$ cat src/rtl/pwm_multi_gen.sv
// pwm_multi_gen: one shared period counter feeding NCH compare channels.
// Edge- or center-aligned counting, per-channel polarity, and double-buffered
// configuration that moves from shadow to active only at period boundaries
// (or at once while disabled).
module pwm_multi_gen #(
    parameter int CBITS = 12,
    parameter int NCH   = 3
) (
    input  logic                 clk,
    input  logic                 rst,
    input  logic                 en,
    input  logic                 cfg_load,
    input  logic [CBITS-1:0]     cfg_period,
    input  logic [NCH*CBITS-1:0] cfg_duty,
    input  logic                 cfg_center,
    input  logic [NCH-1:0]       cfg_invert,
    output logic [NCH-1:0]       pwm_out,
    output logic                 cycle_start,
    output logic                 cfg_pending
);

    typedef enum logic {
        DIR_UP   = 1'b0,
        DIR_DOWN = 1'b1
    } dir_t;

    localparam logic [CBITS-1:0] CNT_ONE = CBITS'(1);

    // Counter state
    logic [CBITS-1:0] cnt;
    logic [CBITS-1:0] cnt_next;
    dir_t             dir;
    dir_t             dir_next;

    // Active configuration (what the counter and comparators use now)
    logic [CBITS-1:0]     act_period;
    logic [NCH*CBITS-1:0] act_duty;
    logic                 act_center;
    logic [NCH-1:0]       act_invert;

    // Shadow configuration (waiting for the next boundary)
    logic [CBITS-1:0]     sh_period;
    logic [NCH*CBITS-1:0] sh_duty;
    logic                 sh_center;
    logic [NCH-1:0]       sh_invert;

    logic           boundary;
    logic           transfer;
    logic [NCH-1:0] raw;
    logic [NCH-1:0] pwm_next;

    // Detect the last cycle of the current period; P==0 makes every cycle one.
    // In center mode with P==1 the period is just 0,1 so the peak is also the end.
    always_comb begin
        boundary = 1'b0;
        if (act_period == '0) begin
            boundary = 1'b1;
        end else if (!act_center) begin
            boundary = (cnt == act_period);
        end else begin
            boundary = (cnt == CNT_ONE) && ((dir == DIR_DOWN) || (act_period == CNT_ONE));
        end
    end

    // Shadow moves to active at a boundary, or on any disabled cycle
    assign transfer = cfg_pending && (!en || boundary);

    // Next counter value and direction; boundary and disable both restart from 0 counting up
    always_comb begin
        cnt_next = cnt;
        dir_next = dir;
        if (!en || boundary) begin
            cnt_next = '0;
            dir_next = DIR_UP;
        end else if (!act_center) begin
            cnt_next = cnt + CNT_ONE;
        end else if (dir == DIR_UP) begin
            if (cnt == act_period) begin
                cnt_next = cnt - CNT_ONE;
                dir_next = DIR_DOWN;
            end else begin
                cnt_next = cnt + CNT_ONE;
            end
        end else begin
            cnt_next = cnt - CNT_ONE;
        end
    end

    // Per-channel compare and polarity; disabled channels sit at their inactive level
    always_comb begin
        raw = '0;
        for (int i = 0; i < NCH; i++) begin
            raw[i] = (cnt < act_duty[i*CBITS +: CBITS]);
        end
        pwm_next = en ? (raw ^ act_invert) : act_invert;
    end

    // Counter and direction registers
    always_ff @(posedge clk) begin
        if (rst) begin
            cnt <= '0;
            dir <= DIR_UP;
        end else begin
            cnt <= cnt_next;
            dir <= dir_next;
        end
    end

    // Shadow capture, shadow-to-active transfer and pending flag.
    // A load on a transfer cycle still sees the old shadow being copied out.
    always_ff @(posedge clk) begin
        if (rst) begin
            sh_period   <= '0;
            sh_duty     <= '0;
            sh_center   <= 1'b0;
            sh_invert   <= '0;
            act_period  <= '1;
            act_duty    <= '0;
            act_center  <= 1'b0;
            act_invert  <= '0;
            cfg_pending <= 1'b0;
        end else begin
            if (transfer) begin
                act_period <= sh_period;
                act_duty   <= sh_duty;
                act_center <= sh_center;
                act_invert <= sh_invert;
            end
            if (cfg_load) begin
                sh_period <= cfg_period;
                sh_duty   <= cfg_duty;
                sh_center <= cfg_center;
                sh_invert <= cfg_invert;
            end
            if (cfg_load) begin
                cfg_pending <= 1'b1;
            end else if (transfer) begin
                cfg_pending <= 1'b0;
            end
        end
    end

    // Registered outputs, one cycle behind the counter
    always_ff @(posedge clk) begin
        if (rst) begin
            pwm_out     <= '0;
            cycle_start <= 1'b0;
        end else begin
            pwm_out     <= pwm_next;
            cycle_start <= en && (cnt == '0);
        end
    end

endmodule

$ cat config.mk
export PLATFORM = sky130hd
export DESIGN_NAME = pwm_multi_gen
export DESIGN_NICKNAME = d
export VERILOG_FILES = /design/src/rtl/pwm_multi_gen.sv
export SDC_FILE = /design/constraint.sdc
export NUM_CORES = 1
export LEC_CHECK = 0
export CAP_MARGIN = 20
export CORE_MARGIN = 8
export CORE_UTILIZATION = 45
export DETAILED_ROUTE_END_ITERATION = 6
export PLACE_DENSITY = 0.66
export SKIP_CTS_REPAIR_TIMING = 1
export SYNTH_ARGS = -nofsm -noshare
export SYNTH_HDL_FRONTEND = slang
export SYNTH_SLANG_ARGS = --single-unit
$ cat constraint.sdc
create_clock -name clk -period 4.6 [get_ports clk]
set_input_delay 0.92 -clock clk [delete_from_list [all_inputs] [get_ports clk]]
set_output_delay 0.92 -clock clk [all_outputs]
set_load 0.05 [all_outputs]
After elaboration in Yosys (flattened, before gate mapping)
Index checks and enable logic that the tools add are counted.
{"block": "classes", "div_mod_pow": 0, "n_bitwise": 1, "n_mux": 10, "addsub": 2, "n_lt_le_gt_ge": 3, "shift": 0, "reduce_logical": 10, "mul": 0, "n_eq_ne": 3}
{"op": "$lt A12 B12 Y1", "count": 3}
{"op": "$mux W12", "count": 3}
{"op": "$eq A12 B1 Y1 const B", "count": 2}
{"op": "$logic_not A12 Y1", "count": 2}
{"op": "$add A12 B1 Y12 const B", "count": 1}
{"op": "$eq A12 B12 Y1", "count": 1}
{"op": "$sub A12 B1 Y12 const B", "count": 1}
{"op": "$mux W1", "count": 6}
{"op": "$logic_and A1 B1 Y1", "count": 3}
{"op": "$mux W3", "count": 1}
{"op": "$xor A3 B3 Y3", "count": 1}
{"op": "$logic_or A1 B1 Y1", "count": 2}
{"op": "$reduce_bool A2 Y1", "count": 1}
{"op": "$reduce_or A2 Y1", "count": 1}
{"op": "$logic_not A1 Y1", "count": 1}
{"block": "word_totals", "mem_count": 0, "reg_bits": 122, "latchBits": 0, "romBits": 0, "in_bits": 56, "ramBits": 0}

Longest topological paths before layout
{"block": "logic_depth", "depth_word": 9, "ltp_mapped": 9, "ltp_nobuf": 8}

Worst setup path before layout
OpenSTA, ideal clock, no wires.
{"block": "synth_path", "path_kind": "input to register", "from": "input port cfg_load", "to": "register sh_duty[0]", "t_arrival_ns": 1.933, "t_required_ns": 4.472, "cell_stages": 4, "slack_ns": 2.540, "cell_sequence": "clkbuf_1 > buf_1 > mux2i_1 > nor2_1"}
{"item": "start: declaration", "line": "12", "text": "input logic cfg_load,"}
{"item": "end signal: assignment", "line": "131", "text": "sh_duty <= cfg_duty;"}
{"item": "end: declaration", "line": "43", "text": "logic [NCH*CBITS-1:0] sh_duty;"}

Worst setup path after layout
{"block": "layout_path", "from": "register cfg_pending", "to": "output port cfg_pending"}
{"item": "start: declaration", "line": "19", "text": "output logic cfg_pending"}
{"item": "start signal: assignment", "line": "121", "text": "cfg_pending <= 1'b0;"}
{"item": "start signal: assignment", "line": "136", "text": "cfg_pending <= 1'b1;"}
{"item": "start signal: assignment", "line": "138", "text": "cfg_pending <= 1'b0;"}
No word-level cell between the ends.

==> impl_metrics.ini <==
[grt]
grt_max_degree = 82
grtUsageMet3 = 0.05130
grt_overflow = 0
top_usage_layer = met2
use_met1 = 0.1729
grt_pass1_wl_mm = 19.83
grt_pass1_vias = 4216
grt_use_total = 0.1524
grt_use_met2 = 0.2547
antenna_found_initial = 0

[setup_path]
crit_path_max_fanout = 3
crit_slowest_cell = clkdlybuf4s50_1
path_class = flop to output pin
path_buf_inv = 1
r2r_slack_ps = 2000
worst_setup_path_start_kind = flop
cp_data_arrival_time_ps = 1720
critPathRequiredTime_ps = 3680
path_delay_family = buffers and inverters
cpPeakStageDelay_ps = 860
path_cells = clkdlybuf4s50_1
critPathCaptureType = output pin

[die]
core_area_sq_um = 12470
die_area_sq_um = 16490
rows = 41
io_pins = 61
die-height_um = 128.4
initial_core_util = 0.4561
die_w_um = 128.4

[logic_synthesis]
synthFlopType = dfxtp_1
synth_top_area_cell = dfxtp_1
syn_nets = 691
synth_enable_flop_cells = 0
yosys_warnings = 0
ys_seq_elements = 122
synth_top_cell_area_share = 0.4296
syn_avg_cell_area_sq_um = 9.507
synthArstFlopShare = 0
synth_cells = 598
synth_seq_area_share = 0.4296
yosys-top-cells-area = dfxtp_1, mux2i_1, nor2_1
syn_area_sq_um = 5685
ys_types = 44

[sta]
rsz0062_at_grt = no
setup_violations = 0
worst_pin_slew_ps = 902.0
maxSlewViolCount = 0
fmax_ghz = 0.3781
finalClockSkew_ps = 11.97
post-route-period-util = 0.5749
finalHoldViolCount = 0
fin_setup_tns_ps = 0
relSlewSlack = 0.3987
fin_ws_ps = 1955
post-route-min-period_ps = 2645

[final_layout]
drive_gt1_frac = 0.06222
fin_cells = 831
register_area_sq_um = 2442
diodes = 0
nets = 739
area_growth_pct = 21.79
multi_input_area_sq_um = 2927
nFillCells = 1093
layout.cells.most_common = nor2_1
layout_common_cells = nor2_1, dfxtp_1, mux2i_1

[cts]
tritoncts = done
h-tree-depth = 4
cts-buffers-inserted = 17
clock-sinks = 122
clock_latency_ps = 420
cts_buffer_depth = 2
ctsRootBufferMaster = clkbuf_16
clkTransAtPathRegs_ps = 50

[run_status]
outcome = complete, no violations

[routing]
wl_per_cell_um = 14.41
detail_route.wirelength_mm = 11.98
first_iter_violations = 204
drc = 0
vias_per_cell = 5.010
ant_nets = 0
vias = 4163
drt_first_pass_iters = 4

[place]
dp.cells = 799
dp_slack_ps = 1725
place.gp.congestion = 0.8843
port-buffer-count = 60
dp_hpwl_mm = 8.333

[power]
powerDensity_nw_per_um2 = 380.9
p_leak_nw = 3.135
vdd_ir_drop_max_mv = 0.2158

[worst_hold_path]
hp-class = flop to flop

[flow_run]
maxCapViolCount = 0
## cells by family after synthesis
kind of cell	count (synthesis)	share of synthesized area
AOI/OAI and AO/OA	44	0.05194
xor gates and xnor gates	23	0.03543
adders and majority gates	37	0.08143
buffers and inverters	73	0.05766
DFF	122	0.4296
muxes	105	0.1855
and+or+nand+nor	194	0.1585
## sequential cells by signal, indices dropped and copies added (netlist names), 3 cells and up
signal and count:
act_period 12, act_duty 36, cnt 12, sh_duty 36, act_invert 3, sh_invert 3, sh_period 12, pwm_out 3
## final cells by class
class | count | share of cell area
multi-input combinational | 403 | 0.4227
sequential | 122 | 0.3527
timing repair buffer | 64 | 0.08999
clock buffer | 24 | 0.06957
tap | 172 | 0.03108
inverter | 38 | 0.02060
clock inverter | 8 | 0.01337
## final timing paths
path,start,cells past startpoint,end
hold / removal,sh_duty[10]$_SDFFE_PP0P_,2,act_duty[10]$_SDFFE_PP0P_
setup reg to reg,cnt[2]$_SDFF_PP0_,7,act_duty[34]$_SDFFE_PP0P_
setup / recovery,cfg_pending$_SDFFE_PP0P_,1,cfg_pending
hold reg to reg,sh_duty[10]$_SDFFE_PP0P_,2,act_duty[10]$_SDFFE_PP0P_
## synth_stat cells (4+ instances only)
| cell | count |
|---|---|
| ha_1 | 37 |
| nand4_1 | 11 |
| dfxtp_1 | 122 |
| buf_2 | 7 |
| a21o_1 | 6 |
| inv_1 | 38 |
| xnor2_1 | 18 |
| nor2_1 | 124 |
| a21oi_1 | 15 |
| nand2_1 | 6 |
| mux2i_1 | 102 |
| buf_6 | 5 |
| buf_1 | 7 |
| nor3_1 | 16 |
| nor4_1 | 5 |
| xor2_1 | 5 |
| clkbuf_1 | 14 |
| and3_1 | 5 |
| nand3_1 | 6 |
| o21ai_1 | 4 |
## layer usage
layer  vias up  share of wire
li1       2141              -
met2        64           0.49
met1      1944           0.46
met4         0          0.017
met3        14          0.038
met5         -              0
## where the power goes
group / internal, mW / switching, mW / leakage (nW)
sequential: 1.10 / 0.0326 / 0.998
combinational: 0.116 / 0.104 / 1.85
clock: 0.834 / 0.447 / 0.284
## metrics by stage
step	area, sq um	total power [mW]	util	hold slack (ps)
floorplan	5685	1.296	-	459.6
detailed placement	6350	1.380	0.5094	482.5
CTS	6924	2.667	0.5555	493.9
finish	6924	2.638	0.5555	494.1
global route	6924	2.745	0.5555	501.2
global placement	6350	1.373	0.5094	475.0
(Power assumes the default switching activity.)
